**src/rtl/bootrom_loader_if.sv**
```systemverilog
// rtl/bootrom_loader_if.sv - ROM read port and destination write channel of the boot ROM loader.
interface bootrom_loader_if #(
    parameter int ADDR_W = 11,
    parameter int DATA_W = 32,
    parameter int DST_AW = 32
) ();
    logic              rom_me;
    logic              rom_oe;
    logic [ADDR_W-1:0] rom_address;
    logic [DATA_W-1:0] rom_q;
    logic              dst_valid;
    logic              dst_ready;
    logic [DST_AW-1:0] dst_addr;
    logic [DATA_W-1:0] dst_data;

    modport master (
        output rom_me, rom_oe, rom_address, dst_valid, dst_addr, dst_data,
        input  rom_q, dst_ready
    );

    modport slave (
        input  rom_me, rom_oe, rom_address, dst_valid, dst_addr, dst_data,
        output rom_q, dst_ready
    );
endinterface

```
**src/rtl/bootrom_loader.sv**
```systemverilog
// rtl/bootrom_loader.sv - copies word_count ROM words to a destination write channel.
// Optional running checksum output enabled by BOOTROM_LOADER_CHECKSUM_EN.
module bootrom_loader #(
    parameter int ADDR_W = 11,
    parameter int DATA_W = 32,
    parameter int DST_AW = 32
) (
    input  logic                clock,
    input  logic                reset_n,
    input  logic                start,
    input  logic [ADDR_W-1:0]   src_base,
    input  logic [DST_AW-1:0]   dst_base,
    input  logic [ADDR_W:0]     word_count,
    bootrom_loader_if.master    mem,
    output logic                busy,
`ifdef BOOTROM_LOADER_CHECKSUM_EN
    output logic                done,
    output logic [DATA_W-1:0]   checksum
`else
    output logic                done
`endif
);

    typedef enum logic [2:0] {
        S_IDLE,
        S_READ,
        S_CAPTURE,
        S_WRITE,
        S_FINISH
    } state_t;

    localparam logic [ADDR_W-1:0] SRC_ONE  = ADDR_W'(1);
    localparam logic [ADDR_W:0]   CNT_ONE  = (ADDR_W + 1)'(1);
    localparam logic [ADDR_W:0]   CNT_ZERO = '0;
    localparam logic [DST_AW-1:0] DST_STEP = DST_AW'(DATA_W / 8);

    state_t              state_q, state_d;
    logic [ADDR_W-1:0]   src_q, src_d;
    logic [DST_AW-1:0]   dst_q, dst_d;
    logic [ADDR_W:0]     cnt_q, cnt_d;
    logic [DATA_W-1:0]   data_q, data_d;
    logic                valid_q, valid_d;
    logic                busy_q, busy_d;
    logic                done_q, done_d;
`ifdef BOOTROM_LOADER_CHECKSUM_EN
    logic [DATA_W-1:0]   sum_q, sum_d;
`endif

    always_ff @(posedge clock or negedge reset_n) begin
        if (!reset_n) begin
            state_q <= S_IDLE;
            src_q   <= '0;
            dst_q   <= '0;
            cnt_q   <= '0;
            data_q  <= '0;
            valid_q <= 1'b0;
            busy_q  <= 1'b0;
            done_q  <= 1'b0;
`ifdef BOOTROM_LOADER_CHECKSUM_EN
            sum_q   <= '0;
`endif
        end else begin
            state_q <= state_d;
            src_q   <= src_d;
            dst_q   <= dst_d;
            cnt_q   <= cnt_d;
            data_q  <= data_d;
            valid_q <= valid_d;
            busy_q  <= busy_d;
            done_q  <= done_d;
`ifdef BOOTROM_LOADER_CHECKSUM_EN
            sum_q   <= sum_d;
`endif
        end
    end

    always_comb begin
        state_d = state_q;
        src_d   = src_q;
        dst_d   = dst_q;
        cnt_d   = cnt_q;
        data_d  = data_q;
        valid_d = valid_q;
        busy_d  = busy_q;
        done_d  = 1'b0;
`ifdef BOOTROM_LOADER_CHECKSUM_EN
        sum_d   = sum_q;
`endif
        case (state_q)
            // start is only looked at here, so a pulse while busy is dropped.
            S_IDLE: begin
                if (start) begin
                    src_d   = src_base;
                    dst_d   = dst_base;
                    cnt_d   = word_count;
                    busy_d  = 1'b1;
                    state_d = (word_count == CNT_ZERO) ? S_FINISH : S_READ;
`ifdef BOOTROM_LOADER_CHECKSUM_EN
                    sum_d   = '0;
`endif
                end
            end
            S_READ: begin
                state_d = S_CAPTURE;
            end
            S_CAPTURE: begin
                data_d  = mem.rom_q;
                valid_d = 1'b1;
                state_d = S_WRITE;
            end
            S_WRITE: begin
                if (mem.dst_ready) begin
                    valid_d = 1'b0;
                    src_d   = src_q + SRC_ONE;
                    dst_d   = dst_q + DST_STEP;
                    cnt_d   = cnt_q - CNT_ONE;
                    state_d = (cnt_q == CNT_ONE) ? S_FINISH : S_READ;
`ifdef BOOTROM_LOADER_CHECKSUM_EN
                    sum_d   = sum_q + data_q;
`endif
                end
            end
            // done is registered, so it rises in the same cycle busy falls.
            S_FINISH: begin
                busy_d  = 1'b0;
                done_d  = 1'b1;
                state_d = S_IDLE;
            end
            default: begin
                state_d = S_IDLE;
            end
        endcase
    end

    assign mem.rom_me      = (state_q == S_READ);
    assign mem.rom_oe      = busy_q;
    assign mem.rom_address = src_q;
    assign mem.dst_valid   = valid_q;
    assign mem.dst_addr    = dst_q;
    assign mem.dst_data    = data_q;
    assign busy            = busy_q;
    assign done            = done_q;
`ifdef BOOTROM_LOADER_CHECKSUM_EN
    assign checksum        = sum_q;
`endif

endmodule

```
**src/flat_wrapper.sv**
```systemverilog
// flat-port wrapper written by rule: the top's interface ports become plain ports
module bootrom_loader_flat 
#(
    parameter int ADDR_W = 11,
    parameter int DATA_W = 32,
    parameter int DST_AW = 32
)
  (clock, reset_n, start, src_base, dst_base, word_count, busy, done, mem_rom_me, mem_rom_oe, mem_rom_address, mem_dst_valid, mem_dst_addr, mem_dst_data, mem_rom_q, mem_dst_ready);
  bootrom_loader_if #(.ADDR_W(ADDR_W), .DATA_W(DATA_W), .DST_AW(DST_AW)) mem_i ();
  input  logic clock;
  input  logic reset_n;
  input  logic start;
  input  logic [ADDR_W-1:0] src_base;
  input  logic [DST_AW-1:0] dst_base;
  input  logic [ADDR_W:0] word_count;
  output logic busy;
  output logic done;
  output wire logic [$bits(mem_i.rom_me)-1:0] mem_rom_me;
  output wire logic [$bits(mem_i.rom_oe)-1:0] mem_rom_oe;
  output wire logic [$bits(mem_i.rom_address)-1:0] mem_rom_address;
  output wire logic [$bits(mem_i.dst_valid)-1:0] mem_dst_valid;
  output wire logic [$bits(mem_i.dst_addr)-1:0] mem_dst_addr;
  output wire logic [$bits(mem_i.dst_data)-1:0] mem_dst_data;
  input wire logic [$bits(mem_i.rom_q)-1:0] mem_rom_q;
  input wire logic [$bits(mem_i.dst_ready)-1:0] mem_dst_ready;
  assign mem_rom_me = mem_i.rom_me;
  assign mem_rom_oe = mem_i.rom_oe;
  assign mem_rom_address = mem_i.rom_address;
  assign mem_dst_valid = mem_i.dst_valid;
  assign mem_dst_addr = mem_i.dst_addr;
  assign mem_dst_data = mem_i.dst_data;
  assign mem_i.rom_q = mem_rom_q;
  assign mem_i.dst_ready = mem_dst_ready;
  bootrom_loader #(.ADDR_W(ADDR_W), .DATA_W(DATA_W), .DST_AW(DST_AW)) u_core (.clock(clock), .reset_n(reset_n), .start(start), .src_base(src_base), .dst_base(dst_base), .word_count(word_count), .mem(mem_i), .busy(busy), .done(done));
endmodule
```
**config.mk**
```make
export PLATFORM = sky130hd
export DESIGN_NAME = bootrom_loader_flat
export DESIGN_NICKNAME = d
export VERILOG_FILES = /design/src/rtl/bootrom_loader_if.sv /design/src/rtl/bootrom_loader.sv /design/src/flat_wrapper.sv
export SDC_FILE = /design/constraint.sdc
export NUM_CORES = 1
export LEC_CHECK = 0
export BUFFER_PORTS_ARGS = -buffer_cell sky130_fd_sc_hd__buf_2
export CAP_MARGIN = 20
export CORE_AREA = 5 5 104 106
export DETAILED_ROUTE_END_ITERATION = 10
export DIE_AREA = 0 0 109 111
export PLACE_DENSITY = 0.81
export SLEW_MARGIN = 20
export SYNTH_ARGS = -nofsm -noshare
export SYNTH_HDL_FRONTEND = slang
export SYNTH_SLANG_ARGS = --single-unit
```
**constraint.sdc**
```tcl
create_clock -name clock -period 5.7 [get_ports clock]
set_input_delay 0.57 -clock clock [delete_from_list [all_inputs] [get_ports clock]]
set_output_delay 0.57 -clock clock [all_outputs]
set_load 0.01 [all_outputs]
```
After elaboration in Yosys (flattened, before gate mapping)
Cells that the tools add are included.
{"block": "op_classes", "add_sub_neg": 3, "mux": 19, "n_reduce_logical": 9, "eq_ne": 7}
{"op": "$mux 32", "count": 2}
{"op": "$pmux 32 s2", "count": 1}
{"op": "$add 32x3->32 const B", "count": 1}
{"op": "$mux 12", "count": 2}
{"op": "$pmux 12 s2", "count": 1}
{"op": "$mux 11", "count": 2}
{"op": "$pmux 11 s2", "count": 1}
{"op": "$eq 12x1->1 const B", "count": 1}
{"op": "$logic_not 12->1", "count": 1}
{"op": "$mux 3", "count": 4}
{"op": "$pmux 3 s4", "count": 1}
{"op": "$sub 12x1->12 const B", "count": 1}
{"op": "$add 11x1->11 const B", "count": 1}
{"op": "$eq 3x2->1 const B", "count": 2}
{"op": "$reduce_and 2->1", "count": 3}
{"op": "$reduce_bool 2->1", "count": 3}
{"op": "$ne 2x2->1 const B", "count": 2}
{"op": "$pmux 1 s2", "count": 2}
{"op": "$eq 3x1->1 const B", "count": 1}
{"op": "$eq 3x3->1 const B", "count": 1}
{"op": "$logic_not 3->1", "count": 1}
{"op": "$mux 1", "count": 3}
{"op": "$reduce_and 3->1", "count": 1}
{"block": "totals", "wordCells": 46, "ff_bits": 93, "inputBits": 91, "out_inout_bits": 80}

Logic depth before layout (Yosys ltp)
Gate-level depths: netlist (run 1).
{"block": "depth", "word_depth": 4, "mapped_depth": 8, "ltp_nobuf": 7}

Least setup slack after synthesis (run 1)
Ideal clock, no wire load.
{"block": "synth_timing", "path_kind": "flip-flop to flip-flop", "start": "register u_core.dst_q[2], in the netlist u_core.mem.dst_addr[2]", "end": "register u_core.dst_q[30], in the netlist u_core.mem.dst_addr[30]", "setup_time_ns": 0.104, "synth_period_minus_slack_ns": 1.812, "path_slack_ns": 3.888, "arrival_time_ns": 1.708, "required_time_ns": 5.596, "path_buffers": 1, "stages_incl_launch_ff": 8, "path_cell_list": "dfrtp_1 -> ha_1 -> nand3_1 -> nor2_1 -> clkbuf_1 -> a31oi_1 -> a41o_1 -> a221oi_1"}
{"block": "synth_via", "elab_chain_len": 3}
{"element": "start, declared", "line": "bootrom_loader.sv:39", "source": "logic [DST_AW-1:0] dst_q, dst_d;"}
{"element": "start signal, assigned", "line": "bootrom_loader.sv:65", "source": "dst_q <= dst_d;"}
{"element": "$add 32x3->32", "line": "bootrom_loader.sv:115", "source": "dst_d = dst_q + DST_STEP;"}
{"element": "$mux 32", "line": "bootrom_loader.sv:112", "source": "if (mem.dst_ready) begin"}
{"element": "$pmux 32 s2", "line": "bootrom_loader.sv:89", "source": "case (state_q)"}
No other way between the ends. The select of a mux whose other input is x is not followed.
A chain may end at the register's enable or synchronous reset.

Worst setup path in the final report (run 1)
{"block": "layout_timing", "start": "register u_core.state_q[0]", "end": "register u_core.dst_q[4], in the netlist u_core.mem.dst_addr[4]"}
{"block": "layout_via", "elab_chain_len": 3, "word_cells_on_any_way": 7, "classes_between": "3 x eq/ne; 1 x mux; 3 x reduce/logical"}
{"element": "start, declared", "line": "bootrom_loader.sv:37", "source": "state_t state_q, state_d;"}
{"element": "start signal, assigned", "line": "bootrom_loader.sv:63", "source": "state_q <= state_d;"}
{"element": "$eq 3x2->1 / $logic_not 3->1 (equally long branches)", "line": "bootrom_loader.sv:89"}
{"element": "$ne 2x2->1 (no line) / $reduce_bool 2->1 (equally long branches)"}
{"element": "$reduce_and 3->1 (no line)"}
Several ways; a longest one is shown, not always the timed one.

==> impl_metrics.json, run 1 <==
{
  "status": "complete, no violations",
  "timing.rr.start": "u_core.state_q[0]",
  "start_util_pct": 50.72,
  "cts.sinks": 93,
  "arrival_ns": 2.87,
  "syn_avg_cell_area_um2": 9.520,
  "place_area_um2": 5779,
  "timing.rr.end": "u_core.mem.dst_addr[4]",
  "gp_congestion": 0.8699,
  "maxCapViolations": 0,
  "die-area_um2": 12100,
  "fin_skew_ns": 0.01429,
  "finalHoldViolCount": 0,
  "startpoint_type": "register",
  "tightest_slew_ns": 1.057,
  "grt_pass1_vias": 4655,
  "ctsResizeCount": 0,
  "firstDrtPassIters": 5,
  "antenna_found_initial": 0,
  "htree_levels": 3,
  "cts_buffers": 9,
  "critPathRequiredTime_ns": 5.94,
  "vias": 4696,
  "fin_tns_setup_ns": 0,
  "antenna_cells": 0,
  "overflow": 0,
  "final-max-slew-violation-count": 0,
  "cp_max_fo": 96,
  "synthArstFlopShare_pct": 100.0,
  "max-vdd-ir-drop_v": 0.0003482,
  "min_path_type": "in2async",
  "synthFlopType": "dfrtp_1",
  "num_io_pins": 171,
  "worstSetupStartpoint": "u_core.state_q[0]",
  "coreArea_um2": 9684,
  "ys_seq_area_share_pct": 47.38,
  "clk-insertion-delay-late_ns": 0.36,
  "grt_pass1_wl_um": 22160,
  "ant_nets": 0,
  "ys_types": 52,
  "finalCritPeriodShare_pct": 46.29,
  "setup_violations": 0,
  "root_buffer": "clkbuf_8",
  "clkSlewWorstSetupHoldPaths_ns": 0.10,
  "row_count": 36,
  "synth-seq-cells": 93,
  "max_freq_mhz": 379.0,
  "criticalPathCategory": "reg2reg",
  "final_common_cell": "buf_2",
  "cts_tree": "yes",
  "layout_common_cells": "169 x buf_2, 93 x dfrtp_1, 55 x a21oi_1, 43 x nand2_1, 41 x nor2_1",
  "drive_gt1_share_pct": 34.93,
  "rsz0062_at_grt": "false",
  "die_y_um": 111,
  "design_area_um2": 5971,
  "cts_hold_buf": 0,
  "cts.path.max_buffers": 2,
  "slew_headroom_pct": 29.37,
  "area_growth_pct": 21.55,
  "synth-edff-count": 0,
  "drt-vias-per-instance": 5.848,
  "track_usage_pct": 22.51,
  "yosysTopAreaCellShare_pct": 47.38,
  "use_met2_pct": 34.64,
  "met3_usage_pct": 6.057,
  "nets": 760,
  "grt_use_met1_pct": 29.94,
  "port_buffers": 170,
  "critPathCaptureType": "register",
  "cts_setup_buffers": 0,
  "hpwl_um": 9574,
  "drc": 0,
  "synthCells": 516,
  "netlist_area_um2": 4912,
  "power_per_cell_area_nw_per_um2": 572.1,
  "crit_path_end": "u_core.mem.dst_addr[4]",
  "drt-initial-drc-count": 398,
  "synth_area_leaders": "dfrtp_1 47%, mux2_2 7.3%, a21oi_1 5.7%, o21ai_0 4.1%, nand2_1 3.3%",
  "die_x_um": 109,
  "yosys_warnings": 0,
  "syn_nets": 611,
  "drt-total-wl_um": 13470,
  "avgRoutedWirePerCell_um": 16.78,
  "reg2regPathDepth": 6,
  "synth_area_leader_cell": "dfrtp_1",
  "p_leak_nw": 2.659,
  "globalRoute.busiestLayer": "met2",
  "r2r_slack_ns": 3.06,
  "grt_max_degree": 97,
  "min_period_ns": 2.638
}
routing by layer:
metal,up-vias,share of wire (%)
met5,-,0
met4,0,1.8
met3,21,10
met2,234,46
met1,2234,42
li1,2207,-
worst min path at each step:
stage                 start                    endpoint  cells after the start
floorplan           reset_n                 u_core.busy                      0
global placement    reset_n  u_core.mem.rom_address[10]                      1
detailed placement  reset_n  u_core.mem.rom_address[10]                      1
CTS                 reset_n  u_core.mem.rom_address[10]                      1
global route        reset_n     u_core.mem.dst_data[21]                      1
finish              reset_n  u_core.mem.rom_address[10]                      1
synthesized netlist by cell type (5+ instances only):
library cell,number
a21oi_1,56
a22oi_1,5
a2bb2oi_1,7
a31oi_1,10
and3_1,6
buf_2,9
clkbuf_1,20
dfrtp_1,93
inv_1,10
mux2_2,32
mux2i_1,7
nand2_1,43
nand3_1,24
nand4_1,13
nor2_1,41
nor3_1,12
nor4_1,7
o21a_1,6
o21ai_0,40
o22a_1,8
o22ai_1,14
or3_1,6
report_power, final:
group / total [mW] / internal (mW) / switching [mW]
Sequential: 1.31 / 0.984 / 0.328
Clock: 0.436 / 0.212 / 0.224
Combinational: 1.67 / 0.718 / 0.950
Total: 3.42 / 1.91 / 1.50
logic make-up after synthesis:
logic type               after synthesis  synth area share, %
AND/OR/NAND/NOR                      172                17.86
AO/OA/AOI/OAI                        161                19.82
flip-flops                            93                47.38
buffers and inverters                 47                5.171
multiplexers                          39                8.762
adder cells (fa/ha/maj)                4                1.019
worst max-delay path, cell delays in order, from the launching register on:
cell	delay [ns]
dfrtp_1	0.52
and3b_2	0.27
buf_4	0.37
a21oi_4	0.94
nor2_1	0.15
nor2_1	0.18
a21oi_1	0.06
final cells by class:
cell class / count / area, um^2
fillers: 840 / 3714
multi-input cells: 376 / 2357
flip-flops and latches: 93 / 2327
repair buffers: 175 / 890.9
well taps: 133 / 166.4
clock buffers: 11 / 141.4
clock inverters: 5 / 50.05
inverters: 10 / 37.54
metrics by stage:
stage	utilization [%]	hold WS [ns]	instances	setup slack (ns)	total power, mW
final	61.65	0.07337	803	3.062	3.416
after detailed placement	59.68	0.4613	787	3.004	2.987
after CTS	61.65	0.06380	803	3.084	3.436
after global routing	61.65	0.08245	803	2.853	3.704
after floorplan	-	0.2744	516	3.888	2.449
after global placement	59.68	0.4585	787	3.134	2.910
registers in the layout, summed over array words and instances, names as in the netlist:
signal                  flops
u_core.done                 1
u_core.busy                 1
u_core.state_q              3
u_core.cnt_q               12
u_core.mem.dst_addr        32
u_core.mem.dst_valid        1
u_core.mem.rom_address     11
u_core.mem.dst_data        32
No activity file was read; power rests on OpenSTA's default activity.
==> inputs of run 2 (changes only) <==
--- a/config.mk
+++ b/config.mk
@@ -7,10 +7,10 @@
 export LEC_CHECK = 0
 export BUFFER_PORTS_ARGS = -buffer_cell sky130_fd_sc_hd__buf_2
 export CAP_MARGIN = 20
-export CORE_AREA = 5 5 104 106
+export CORE_AREA = 5 5 105 107
 export DETAILED_ROUTE_END_ITERATION = 10
-export DIE_AREA = 0 0 109 111
-export PLACE_DENSITY = 0.81
+export DIE_AREA = 0 0 110 112
+export PLACE_DENSITY = 0.79
 export SLEW_MARGIN = 20
 export SYNTH_ARGS = -nofsm -noshare
 export SYNTH_HDL_FRONTEND = slang
==> constraint.sdc (replaced) <==
create_clock -name clock -period 2.7 [get_ports clock]
set_input_delay 0.27 -clock clock [delete_from_list [all_inputs] [get_ports clock]]
set_output_delay 0.27 -clock clock [all_outputs]
set_load 0.01 [all_outputs]
==> run 2 against run 1 <==
  * Utilization shrank 1.3 points
  * Sequential power increased by 110%
  * Design area is 1.6% higher
  * Critical path depth decreased by 1
  * Critical path type unchanged
  * Largest power group unchanged
  * Highest routed layer unchanged
==> impl_metrics.json, run 2 (synthesis gave the netlist of run 1 again) <==
{
  "dp.cells": 798,
  "num_io_pins": 171,
  "cts.path.max_buffers": 2,
  "avgRoutedWirePerCell_um": 16.81,
  "min_period_ns": 2.251,
  "drt-vias-per-instance": 5.731,
  "use_met2_pct": 34.63,
  "p_leak_nw": 2.706,
  "tightest_slew_ns": 1.046,
  "power_per_cell_area_nw_per_um2": 1212,
  "instances_no_fill": 814,
  "n_fill_cell": 911,
  "die_y_um": 112,
  "cts_setup_buffers": 0,
  "drive_gt1_share_pct": 35.69,
  "criticalPathCategory": "reg2reg",
  "grt_max_degree": 96,
  "start_util_pct": 48.90,
  "timing.rr.end": "u_core.mem.dst_addr[5]",
  "arrival_ns": 2.53,
  "rsz0062_at_grt": "false",
  "final_common_cell": "buf_2",
  "finalHoldViolCount": 0,
  "layout_common_cells": "169 x buf_2, 93 x dfrtp_1, 55 x a21oi_1, 43 x nand2_1, 41 x nor2_1",
  "nets": 768,
  "grt_pass1_wl_um": 22490,
  "port_buffers": 170,
  "slowest_stage": "o21ai_4",
  "crit_family": "compound AO/OA/AOI/OAI gates",
  "finalCritPeriodShare_pct": 83.36,
  "globalRoute.busiestLayer": "met2",
  "design_area_um2": 6067,
  "ant_nets": 0,
  "coreArea_um2": 10050,
  "grt_pass1_vias": 4709,
  "met3_usage_pct": 6.029,
  "timing.rr.start": "u_core.state_q[0]",
  "multi_input_area_um2": 2357,
  "drc": 0,
  "seq_area_um2": 2327,
  "fin_skew_ns": 0.01033,
  "root_buffer": "clkbuf_8",
  "clkSlewWorstSetupHoldPaths_ns": 0.09,
  "cts_hold_buf": 0,
  "hold_ws_ns": 0.009516,
  "maxCapViolations": 0,
  "cts_tree": "yes",
  "critPathRequiredTime_ns": 2.98,
  "status": "complete, no violations",
  "die-area_um2": 12320,
  "gp_congestion": 0.8972,
  "reg2regPathDepth": 5,
  "hpwl_um": 9819,
  "vias": 4665,
  "place_area_um2": 5856,
  "antenna_cells": 0,
  "row_count": 37,
  "critPathCaptureType": "register",
  "max_stage_delay_ns": 0.84,
  "critical_path_buf_inv_count": 1,
  "cp_max_fo": 43,
  "final-max-slew-violation-count": 0,
  "slew_headroom_pct": 30.02,
  "max_freq_mhz": 444.3,
  "final_util_pct": 60.39,
  "setup_violations": 0,
  "htree_levels": 3,
  "startpoint_type": "register",
  "track_usage_pct": 22.59,
  "clk-insertion-delay-late_ns": 0.36,
  "ctsResizeCount": 0,
  "grt_use_met1_pct": 30.59,
  "max-vdd-ir-drop_v": 0.0006475,
  "drt-total-wl_um": 13680,
  "area_growth_pct": 23.51,
  "fin_tns_setup_ns": 0,
  "overflow": 0,
  "r2r_slack_ns": 0.45,
  "cts_buffers": 9,
  "die_x_um": 110,
  "drt-initial-drc-count": 340,
  "antenna_found_initial": 0,
  "min_path_type": "in2async",
  "firstDrtPassIters": 7,
  "crit_chain": "nand3b_1 -> o21ai_4 -> buf_4 -> a21oi_1 -> a31oi_1",
  "cts.sinks": 93
}
[run 2: cell types whose count changed in the layout (fill, tap and decap cells not counted)]
cell,change
buf_4,+7
clkbuf_8,+2
buf_12,+1
clkinvlp_4,+1
clkinv_2,-3
[run 2: routing by layer]
layer  share of wire, %  wire [um]  vias up
met5                  0          0        -
met4                1.6        225        0
met3                9.4       1283       19
met2                 46       6269      203
met1                 43       5902     2220
li1                   -          -     2223
[run 2: cell type report]
type	count	area share (%)
multi-input combinational	376	38.85
sequential	93	38.36
timing repair buffer	183	15.88
tap	136	2.805
clock buffer	13	2.784
clock inverter	3	0.7012
inverter	10	0.6187
[run 2: where the power goes]
part | total (mW) | switching [mW] | leakage (nW) | internal (mW)
clock network | 0.986 | 0.482 | 0.106 | 0.504
logic | 3.59 | 2.02 | 1.53 | 1.57
registers | 2.78 | 0.698 | 1.07 | 2.08
total | 7.35 | 3.20 | 2.71 | 4.15
[run 2: worst max path at each step]
| stage | from | to | slack (ns) | cells after the start |
|---|---|---|---|---|
| 2_1_floorplan | u_core.mem.dst_addr[2] | u_core.mem.dst_addr[30] | 0.89 | 7 |
| 3_3_place_gp | u_core.state_q[0] | u_core.mem.dst_addr[5] | 0.59 | 5 |
| 3_5_place_dp | u_core.state_q[0] | u_core.mem.dst_addr[5] | 0.45 | 5 |
| 4_1_cts | u_core.state_q[0] | u_core.mem.dst_addr[5] | 0.43 | 5 |
| 5_1_grt | u_core.state_q[0] | u_core.cnt_q[8] | 0.21 | 5 |
| 6_report | u_core.state_q[0] | u_core.mem.dst_addr[5] | 0.45 | 5 |
[run 2: through the flow]
step / power, mW / setup slack (ns)
after floorplan: 5.170 / 0.8877
after global placement: 6.246 / 0.5857
after detailed placement: 6.404 / 0.4517
after CTS: 7.417 / 0.4288
after global routing: 7.970 / 0.2144
final: 7.355 / 0.4493
[run 2: worst register-to-register path, stage by stage (launching register included)]
cell	delay (ns)
dfrtp_1	0.59
nand3b_1	0.21
o21ai_4	0.84
buf_4	0.32
a21oi_1	0.09
a31oi_1	0.13
==> inputs of run 3 (changes only) <==
==> constraint.sdc (replaced) <==
create_clock -name clock -period 2.3 [get_ports clock]
set_input_delay 0.23 -clock clock [delete_from_list [all_inputs] [get_ports clock]]
set_output_delay 0.23 -clock clock [all_outputs]
set_load 0.01 [all_outputs]
==> run 3 against run 2 <==
  * Global-route usage down 0.58 points
  * Die area unchanged
  * Clock skew increased by 0.0041 ns
  * Final cell count is 0.49% higher
  * Design area up 1.1%
  * Clock-buffer cell count fell by 1
  * Wire length down 1.4%
  * Non-clock buffer count up 4
  * Combinational power up 21%
  * Register-to-register slack got worse by 0.13 ns
  * Critical path depth stayed put
  * Maximum frequency up 14%
  * Largest cell class unchanged
  * Largest power group unchanged
==> impl_metrics.json, run 3 (synthesis gave the netlist of run 1 again) <==
{
  "die_y_um": 112,
  "cts.path.max_buffers": 2,
  "max-vdd-ir-drop_v": 0.0007265,
  "p_leak_nw": 2.734,
  "slew_headroom_pct": 41.94,
  "status": "complete, no violations",
  "hpwl_um": 9810,
  "root_buffer": "clkbuf_8",
  "track_usage_pct": 22.01,
  "finalHoldViolCount": 0,
  "area_growth_pct": 24.81,
  "fin_tns_setup_ns": 0,
  "clk-insertion-delay-late_ns": 0.36,
  "max_freq_mhz": 505.6,
  "ant_nets": 0,
  "cts_tree": "yes",
  "min_path_type": "in2reg",
  "cts_buffers": 9,
  "final_common_cell": "buf_2",
  "clkSlewWorstSetupHoldPaths_ns": 0.10,
  "finalCritPeriodShare_pct": 86.00,
  "port_buffers": 170,
  "drc": 0,
  "setup_violations": 0,
  "maxCapViolations": 0,
  "drive_gt1_share_pct": 35.78,
  "row_count": 37,
  "antenna_cells": 0,
  "nets": 772,
  "avgRoutedWirePerCell_um": 16.49,
  "p_total_mw": 8.665,
  "final-max-slew-violation-count": 0,
  "critPathRequiredTime_ns": 2.55,
  "criticalPathCategory": "reg2reg",
  "critPathCaptureType": "register",
  "antenna_found_initial": 1,
  "drt-vias-per-instance": 5.747,
  "grt_pass1_vias": 4579,
  "start_util_pct": 48.90,
  "min_period_ns": 1.978,
  "die-area_um2": 12320,
  "final_util_pct": 61.03,
  "cp_max_fo": 9,
  "num_io_pins": 171,
  "power_per_cell_area_nw_per_um2": 1413,
  "firstDrtPassIters": 5,
  "arrival_ns": 2.23,
  "r2r_slack_ns": 0.32,
  "grt_max_degree": 57,
  "layout_common_cells": "169 x buf_2, 93 x dfrtp_1, 55 x a21oi_1, 43 x nand2_1, 41 x nor2_1",
  "drt-total-wl_um": 13490,
  "gp_congestion": 0.8404,
  "coreArea_um2": 10050,
  "die_x_um": 110,
  "cts.sinks": 93,
  "hold_ws_ns": 0.06400,
  "fin_skew_ns": 0.01444,
  "drt-initial-drc-count": 363,
  "htree_levels": 3,
  "tightest_slew_ns": 0.8676,
  "grt_pass1_wl_um": 21770,
  "ctsResizeCount": 0,
  "overflow": 0,
  "vias": 4701,
  "startpoint_type": "register",
  "rsz0062_at_grt": "false"
}
[run 3: final timing paths]
kind                                         from                      end  depth (start not counted)
min in group asynchronous                 reset_n  u_core.mem.dst_addr[11]                          2
min reg2reg                u_core.mem.dst_addr[1]   u_core.mem.dst_addr[1]                          2
max                        u_core.mem.dst_addr[9]  u_core.mem.dst_addr[24]                          5
min                                   dst_base[1]   u_core.mem.dst_addr[1]                          3
max reg2reg                u_core.mem.dst_addr[9]  u_core.mem.dst_addr[24]                          5
max in group asynchronous                 reset_n        u_core.state_q[0]                          3
[run 3: metal layers]
| metal | wire (um) | track usage [%] | vias up |
|---|---|---|---|
| met3 | 1422 | 6.899 | 30 |
| li1 | - | - | 2223 |
| met1 | 5639 | 28.28 | 2213 |
| met4 | 295 | 9.227 | 2 |
| met2 | 6119 | 34.10 | 233 |
| met5 | 9 | 0 | - |
[run 3: per-stage QoR]
step / worst slack (ns) / instances / cell area, um^2
2_1_floorplan: 0.4877 / 516 / 4912
3_3_place_gp: 0.4443 / 801 / 5928
3_5_place_dp: 0.3833 / 801 / 5928
4_1_cts: 0.3543 / 818 / 6131
5_1_grt: 0.1264 / 818 / 6131
6_report: 0.3221 / 818 / 6131
[run 3: report_power, final]
part / internal (mW) / total (mW) / switching (mW)
logic: 1.94 / 4.36 / 2.43
clock network: 0.531 / 1.10 / 0.565
registers: 2.44 / 3.20 / 0.764
[run 3: worst max-delay path, cell delays in order (launching register included)]
cell     delay (ns)
dfrtp_1        0.49
nand2_1        0.20
nor4_4         0.53
and2_1         0.33
a31oi_1        0.12
o22a_1         0.20
[run 3: layout make-up]
type                       instances  area (um^2)
fill                             881         3915
multi-input combinational        376         2357
sequential                        93         2327
timing repair buffer             187         1046
tap                              136        170.2
clock buffer                      12        145.1
clock inverter                     4        47.55
inverter                          10        37.54
[run 3: repair_timing]
action                    CTS  global route
buffers inserted            0             0
hold endpoints to repair   47             0
hold buffers                1             0
